===== src/rtl/tdc_pkg.sv =====
// Shared types for the multi-channel TDC: FSM state, interval record layout and a
// multi-hot helper. Record fields are sized for the largest supported configuration.
package tdc_pkg;

  localparam int TDC_MAX_CH    = 8;
  localparam int TDC_MAX_CNT_W = 32;

  typedef enum logic {
    IDLE  = 1'b0,
    ARMED = 1'b1
  } tdc_state_e;

  typedef struct packed {
    logic [TDC_MAX_CH-1:0]    start_mask;
    logic [TDC_MAX_CH-1:0]    stop_mask;
    logic [TDC_MAX_CNT_W-1:0] interval;
    logic                     coinc;
    logic                     overflow;
  } tdc_rec_t;

  // True when two or more bits are set (clearing the lowest set bit leaves something).
  function automatic logic is_multi(input logic [TDC_MAX_CH-1:0] m);
    return (m & (m - TDC_MAX_CH'(1))) != '0;
  endfunction

endpackage


===== src/rtl/tdc_event_fifo.sv =====
// Synchronous record FIFO with async active-low reset on the pointers. A write while
// full is accepted only if a read frees the head slot on the same edge.
module tdc_event_fifo #(
  parameter int WIDTH = 8,
  parameter int DEPTH = 4
) (
  input  logic             clk,
  input  logic             rst_n,
  input  logic             wr_en,
  input  logic [WIDTH-1:0] wr_data,
  input  logic             rd_en,
  output logic [WIDTH-1:0] rd_data,
  output logic             full,
  output logic             empty
);

  localparam int AW = $clog2(DEPTH);

  logic [WIDTH-1:0] mem [DEPTH];
  logic [AW:0]      wr_ptr;
  logic [AW:0]      rd_ptr;
  logic             wr_ok;
  logic             rd_ok;

  assign empty   = (wr_ptr == rd_ptr);
  assign full    = (wr_ptr[AW] != rd_ptr[AW]) && (wr_ptr[AW-1:0] == rd_ptr[AW-1:0]);
  assign rd_ok   = rd_en && !empty;
  assign wr_ok   = wr_en && (!full || rd_ok);
  assign rd_data = mem[rd_ptr[AW-1:0]];

  always_ff @(posedge clk) begin
    if (wr_ok) mem[wr_ptr[AW-1:0]] <= wr_data;
  end

  always_ff @(posedge clk or negedge rst_n) begin
    if (!rst_n) begin
      wr_ptr <= '0;
      rd_ptr <= '0;
    end else begin
      if (wr_ok) wr_ptr <= wr_ptr + (AW+1)'(1);
      if (rd_ok) rd_ptr <= rd_ptr + (AW+1)'(1);
    end
  end

endmodule


===== src/rtl/tdc_multi_channel.sv =====
// N-channel start/stop TDC: timestamps each pulse arrival against the previous one and
// queues interval records. Define TDC_OVERFLOW_REPORT_EN to emit saturated intervals.
module tdc_multi_channel import tdc_pkg::*; #(
  parameter int N_CH       = 2,
  parameter int CNT_W      = 8,
  parameter int FIFO_DEPTH = 4,
  parameter int DROP_W     = 16
) (
  input  logic              clk,
  input  logic              rst_n,
  input  logic              enable,
  input  logic [N_CH-1:0]   pulse_in,
  output logic              ev_valid,
  input  logic              ev_ready,
  output logic [N_CH-1:0]   ev_start_mask,
  output logic [N_CH-1:0]   ev_stop_mask,
  output logic [CNT_W-1:0]  ev_interval,
  output logic              ev_coinc,
  output logic              ev_overflow,
  output logic [DROP_W-1:0] drop_cnt,
  output logic              busy
);

  localparam logic [CNT_W-1:0]  MAX      = '1;
  localparam logic [DROP_W-1:0] DROP_MAX = '1;
  localparam int                REC_W    = 2*N_CH + CNT_W + 2;

  tdc_state_e        state;
  logic [N_CH-1:0]   pulse_q;
  logic [N_CH-1:0]   ref_mask;
  logic [CNT_W-1:0]  cnt;
  logic [N_CH-1:0]   edges;
  logic              arrival;
  logic              multi;
  logic              sat;
  logic              push;
  logic              pop;
  logic              full;
  logic              empty;
  tdc_rec_t          rec;
  logic              unused_rec;
  logic [REC_W-1:0]  wr_data;
  logic [REC_W-1:0]  rd_data;

  assign edges   = pulse_in & ~pulse_q;
  assign arrival = enable && (edges != '0);
  assign multi   = is_multi(TDC_MAX_CH'(edges));
  // cnt holds distance-1, so reaching MAX means the true distance exceeds MAX.
  assign sat     = (cnt == MAX);

  always_comb begin
    rec  = '0;
    push = 1'b0;
    if (arrival) begin
      if (multi) begin
        rec.start_mask = TDC_MAX_CH'(edges);
        rec.stop_mask  = TDC_MAX_CH'(edges);
        rec.coinc      = 1'b1;
        push           = 1'b1;
      end else if (state == ARMED) begin
        rec.start_mask = TDC_MAX_CH'(ref_mask);
        rec.stop_mask  = TDC_MAX_CH'(edges);
        rec.interval   = TDC_MAX_CNT_W'(sat ? MAX : cnt + CNT_W'(1));
`ifdef TDC_OVERFLOW_REPORT_EN
        rec.overflow   = sat;
        push           = 1'b1;
`else
        push           = !sat;
`endif
      end
    end
  end

  assign wr_data    = {rec.start_mask[N_CH-1:0], rec.stop_mask[N_CH-1:0],
                       rec.interval[CNT_W-1:0], rec.coinc, rec.overflow};
  assign unused_rec = ^rec;

  // Arrival stage: edge register, interval counter, FSM and drop accounting.
  always_ff @(posedge clk or negedge rst_n) begin
    if (!rst_n) begin
      state    <= IDLE;
      pulse_q  <= '0;
      ref_mask <= '0;
      cnt      <= '0;
      drop_cnt <= '0;
    end else begin
      pulse_q <= pulse_in;
      if (arrival)         cnt <= '0;
      else if (cnt != MAX) cnt <= cnt + CNT_W'(1);
      if (!enable) begin
        state <= IDLE;
      end else if (arrival) begin
        state    <= ARMED;
        ref_mask <= edges;
      end
      if (push && full && !pop && (drop_cnt != DROP_MAX))
        drop_cnt <= drop_cnt + DROP_W'(1);
    end
  end

  assign busy = (state == ARMED);
  assign pop  = ev_ready && !empty;

  tdc_event_fifo #(
    .WIDTH (REC_W),
    .DEPTH (FIFO_DEPTH)
  ) u_fifo (
    .clk     (clk),
    .rst_n   (rst_n),
    .wr_en   (push),
    .wr_data (wr_data),
    .rd_en   (pop),
    .rd_data (rd_data),
    .full    (full),
    .empty   (empty)
  );

  // Output stage: head record, forced to zero while the FIFO is empty.
  assign ev_valid = !empty;
  assign {ev_start_mask, ev_stop_mask, ev_interval, ev_coinc, ev_overflow} =
    empty ? '0 : rd_data;

endmodule


===== config.mk =====
export PLATFORM = sky130hd
export DESIGN_NAME = tdc_multi_channel
export DESIGN_NICKNAME = d
export VERILOG_FILES = /design/src/rtl/tdc_pkg.sv /design/src/rtl/tdc_event_fifo.sv /design/src/rtl/tdc_multi_channel.sv
export SDC_FILE = /design/constraint.sdc
export NUM_CORES = 1
export LEC_CHECK = 0
export BUFFER_PORTS_ARGS = -buffer_cell sky130_fd_sc_hd__buf_2
export CAP_MARGIN = 20
export CORE_ASPECT_RATIO = 0.7
export CORE_MARGIN = 10
export CORE_UTILIZATION = 48
export DETAILED_ROUTE_END_ITERATION = 6
export PLACE_DENSITY = 0.7
export SETUP_SLACK_MARGIN = 0.5
export SYNTH_ARGS = -nofsm -noshare
export SYNTH_HDL_FRONTEND = slang
export SYNTH_SLANG_ARGS = --single-unit

===== constraint.sdc =====
create_clock -name clk -period 2.4 [get_ports clk]
set_input_delay 0.48 -clock clk [delete_from_list [all_inputs] [get_ports clk]]
set_output_delay 0.48 -clock clk [all_outputs]
set_load 0.1 [all_outputs]

==> results.cfg, run 1 <==
[status]
run_status = finished clean

[final_layout]
fill_cells = 518
finalNonFillerCells = 435
area_growth_pct = 39.0
fin_nets = 342
drive_gt1_frac = 0.503
design_area_um2 = 5290
n_antenna_cell = 0

[die]
start_util = 0.487
design.core.area_um2 = 7800
fp-row-count = 27
io_pins = 38
die_w_um = 126
dieHeight_um = 94.5
dieArea_um2 = 11900

[timing]
fin_crit_ns = 2.32
worst_pin_slew_ns = 0.796
tns_ns = 0
finalCritPeriodShare = 0.965
slew_headroom = 0.469
fmax_mhz = 432
rsz0062_at_grt = yes
maxSlewViolCount = 0
final_hold_viol_count = 0
setup_viol = 0
clock_skew_ns = 0.00525

[logic_synthesis]
synth_top_flop_cell = edfxtp_1
async_flop_share = 0.402
synth_common_cells = edfxtp_1, dfrtp_1, xor2_1
seq_area_frac_synth = 0.641
synth_warnings = 0
ys_types = 40
synth_seq_cells = 87
synth_top_area_frac = 0.411
synth.most_common_cell = edfxtp_1
synth_nets = 273
syn_area_per_cell_um2 = 14.6
postSynthCellCount = 260
synth_edf_count = 52
syn_area_um2 = 3800
synth.area.top_cells = edfxtp_1, dfrtp_1, mux4_2
synth_largest_area_cell = edfxtp_1

[global_route]
grt_pass1_vias = 2395
antenna_found_initial = 0
grt-ovfl-total = 0
grt.total_usage = 0.140
grt_max_degree = 36
grt_pass1_wl_um = 13000

[worst_hold_path]
min_path_type = input pin to async pin

[setup_path]
critPathMaxFanout = 7
crit_required_ns = 1.92
ff2ff_path_depth = 5
cp-start-kind = register
regToRegStartpoint = u_fifo.rd_ptr[1]
crit_arrival_ns = 1.84
critPathKind = register to primary output
r2r_slack_ns = 0.47
end_kind = primary output
r2r_end = drop_cnt[15]

[cts]
clkTransAtPathRegs_ns = 0.07
cts_root_buf = clkbuf_16
cts_made_buffers = 9
clockBufferDepth = 2
clock_latency_ns = 0.34
postCtsHoldBufs = 0
clkSinkCount = 87
cts_max_level = 3
cts_tree = done

[routing]
drtAntennaViolNets = 0
remaining_drc_errors = 0
dr.pass1.iters = 4
vias = 2335
drt-total-wl_um = 8070
wl_per_cell_um = 18.6
routed_via_density = 5.37
drt-initial-drc-count = 157

[power_and_ir_drop]
ir_drop_mv = 1.33
leakagePower_nw = 2.23
powerDensity_nw_per_um2 = 1460

[placement]
place.gp.congestion = 0.792
io_buffer_count = 36
hpwlAfterDp_um = 5130
dp.cells = 398
postPlaceCellArea_um2 = 4450

[run]
drv_cap = 0
[area by class of cell]
cell class	count	area, µm²	share of cell area
clock buffers	9	225	0.0426
clock inverters	7	70.1	0.0133
inverters	4	28.8	0.00544
multi-input cells	162	1640	0.311
flip-flops and latches	87	2480	0.470
well taps	101	126	0.0239
repair buffers	65	709	0.134
[layer usage]
metal  part of all wire  vias up  routed length [µm]  GRT usage
met1               0.47     1177                3820      0.186
met2               0.46       54                3750      0.216
met3              0.049       11                 396     0.0464
met4              0.013        0                 105     0.0397
met5                  0        -                   0          0
li1                   -     1093                   -          -
[per-stage QoR]
| stage | hold WS [ns] | total power [mW] | utilization | setup WS, ns |
|---|---|---|---|---|
| floorplan | 0.184 | 4.80 | - | 0.329 |
| global placement | 0.464 | 5.19 | 0.571 | 0.236 |
| detailed placement | 0.464 | 5.23 | 0.571 | 0.195 |
| CTS | 0.256 | 7.67 | 0.661 | 0.0551 |
| global route | 0.269 | 8.02 | 0.677 | 0.0248 |
| finish | 0.223 | 7.72 | 0.677 | 0.0832 |
[what timing repair did]
item / CTS / global route
pin swaps: 7 / 13
setup endpoints to repair: 65 / 68
setup buffers: 7 / 10
gates resized for setup: 76 / 12
cloned: 4 / 0
[power breakdown]
part / switching [mW] / leakage (nW) / internal (mW)
combinational: 2.57 / 1.16 / 1.88
sequential: 0.146 / 0.917 / 1.74
clock: 0.637 / 0.144 / 0.736
[worst max-delay path, cell delays in order (launching register included)]
cell and delay [ns]:
dfrtp_2 0.49, clkbuf_16 0.21, mux4_2 0.49, nor2b_4 0.15
buf_12 0.15
[worst max-delay path by stage]
stage,start,to
6_report,u_fifo.rd_ptr[0],ev_interval[7]
2_1_floorplan,u_fifo.rd_ptr[1],ev_interval[1]
3_5_place_dp,pulse_in[0],u_fifo.mem[1][5]
4_1_cts,u_fifo.rd_ptr[0],ev_start_mask[1]
3_3_place_gp,enable,u_fifo.mem[0][5]
5_1_grt,u_fifo.rd_ptr[0],ev_interval[5]
[kinds of logic after synthesis]
group           synth area share
compound gates            0.0257
xor+xnor                  0.0641
fa+ha+maj                 0.0230
buf+inv                   0.0171
flops                      0.641
mux                       0.0937
other cells             0.000986
simple gates               0.135
[layout by cell type, fill, tap and decap left out, types with 10 or more instances in the layout]
master	Yosys	layout
xor2_1	18	16
buf_2	4	22
clkbuf_16	0	10
dfrtp_2	0	12
nand2_1	15	14
buf_4	1	17
edfxtp_1	52	52
buf_12	0	17
nor2b_4	0	13
dfrtp_1	35	15
nor2_1	14	11
mux4_2	13	13
[sequential cells by signal, summed over array words and instances, names as in the netlist]
name,flops
ref_mask,2
busy,1
cnt,8
drop_cnt,16
u_fifo.mem,52
pulse_q,2
u_fifo.wr_ptr,3
u_fifo.rd_ptr,3
(Power assumes the default switching activity.)
==> run 2: changes to the inputs <==
RECOVER_POWER = 25   (was default)
==> results.cfg, run 2 (synthesis results as in run 1) <==
[status]
run_status = finished clean

[routing]
drtAntennaViolNets = 0
routed_via_density = 5.39
drt-total-wl_um = 8070
dr.pass1.iters = 5
vias = 2343
wl_per_cell_um = 18.6
remaining_drc_errors = 0
drt-initial-drc-count = 156

[setup_path]
crit_arrival_ns = 1.83
r2r_slack_ns = 0.47
crit_required_ns = 1.92
critPathKind = register to primary output
cp-start-kind = register
ff2ff_path_depth = 6
r2r_end = drop_cnt[15]
crit_path_end = ev_interval[7]
critPathMaxFanout = 7
end_kind = primary output
regToRegStartpoint = pulse_q[1]
worstSetupStartpoint = u_fifo.rd_ptr[0]
cp_cell_sequence = clkbuf_16 > mux4_2 > nor2b_4 > buf_12
cpPeakStageDelay_ns = 0.49
slowest_stage = dfrtp_2

[run]
drv_cap = 0

[timing]
fin_crit_ns = 2.31
final_hold_viol_count = 0
slew_headroom = 0.468
fmax_mhz = 432
worst_pin_slew_ns = 0.799
finalCritPeriodShare = 0.964
tns_ns = 0
rsz0062_at_grt = yes
setup_viol = 0
hold_ws_ns = 0.224
clock_skew_ns = 0.00528
maxSlewViolCount = 0

[placement]
hpwlAfterDp_um = 5130
io_buffer_count = 36
place.gp.congestion = 0.792
dp.cells = 398

[global_route]
grt.total_usage = 0.140
antenna_found_initial = 0
grt-ovfl-total = 0
grt_max_degree = 36
grt_pass1_wl_um = 13000
grt_pass1_vias = 2395

[power_and_ir_drop]
p_seq_frac = 0.245
comb_power_share = 0.577
finalPower_mw = 7.72
clkPwrFrac = 0.178
leakagePower_nw = 2.22
powerDensity_nw_per_um2 = 1460
switching_share = 0.435
power.internal_mw = 4.36
p_sw_mw = 3.36
ir_drop_mv = 1.33

[cts]
cts_made_buffers = 9
clkSinkCount = 87
cts_max_level = 3
cts_tree = done
clock_latency_ns = 0.34
cts_root_buf = clkbuf_16
clockBufferDepth = 2
clkTransAtPathRegs_ns = 0.07

[final_layout]
fill_cells = 521
mostFrequentLayoutCell = edfxtp_1
fin_nets = 342
most-common-layout-cells = edfxtp_1, buf_2, buf_12
finalNonFillerCells = 435
drive_gt1_frac = 0.491
area_growth_pct = 38.7
n_antenna_cell = 0
largest_reg_flops = 52
post-route-util = 0.676

[die]
fp-row-count = 27
start_util = 0.487
design.core.area_um2 = 7800
io_pins = 38
dieArea_um2 = 11900
die_w_um = 126
dieHeight_um = 94.5

[worst_hold_path]
min_path_type = input pin to async pin
-- run 2: area by class of cell --
class	count	area [µm²]	area share
sequential	87	2480	0.470
multi-input combinational	162	1640	0.311
timing repair buffer	65	703	0.133
clock buffer	9	225	0.0427
tap	101	126	0.0239
clock inverter	7	70.1	0.0133
inverter	4	28.8	0.00545
-- run 2: worst max-delay path: cells and delay by family, from the launching register on --
family        cells  cell delay (ns)
mux               1             0.49
flops             1             0.49
simple gates      1             0.15
buf+inv           2             0.36
-- run 2: metal layers --
| layer | up-vias | share of wire | track usage |
|---|---|---|---|
| met1 | 1172 | 0.46 | 0.186 |
| met3 | 11 | 0.064 | 0.0464 |
| met4 | 0 | 0.013 | 0.0397 |
| li1 | 1096 | - | - |
| met2 | 64 | 0.46 | 0.216 |
| met5 | - | 0 | 0 |
-- run 2: power groups by stage --
| stage | Combinational (mW) | Sequential, mW | Clock, mW |
|---|---|---|---|
| after CTS | 4.37 | 1.91 | 1.39 |
| final | 4.45 | 1.89 | 1.38 |
| after global placement | 3.28 | 1.91 | 0 |
| after floorplan | 2.82 | 1.98 | 0 |
| after global routing | 4.64 | 1.91 | 1.47 |
| after detailed placement | 3.31 | 1.92 | 0 |
-- run 2: repair_timing --
item	in CTS	in global routing
hold buffers	0	0
buffers inserted	7	10
gates resized for setup	76	12
endpoints found under the setup margin	65	68
gates cloned	4	0
pin swaps	7	13
-- run 2: worst min-delay path by stage --
stage                       startpoint  slack [ns]      endpoint  cells after the start
final                            rst_n        0.22   drop_cnt[0]                      1
after global routing             rst_n        0.28   drop_cnt[0]                      1
after CTS                        rst_n        0.26   drop_cnt[0]                      1
after detailed placement  drop_cnt[12]        0.46  drop_cnt[12]                      1
after global placement    drop_cnt[12]        0.46  drop_cnt[12]                      1
after floorplan                  rst_n        0.18        cnt[0]                      0
-- run 2: through the flow --
stage / worst slack (ns) / area, µm²
after global placement: 0.236 / 4450
final: 0.0858 / 5280
after floorplan: 0.329 / 4120
after CTS: 0.0551 / 5160
after detailed placement: 0.195 / 4450
after global routing: 0.0248 / 5280
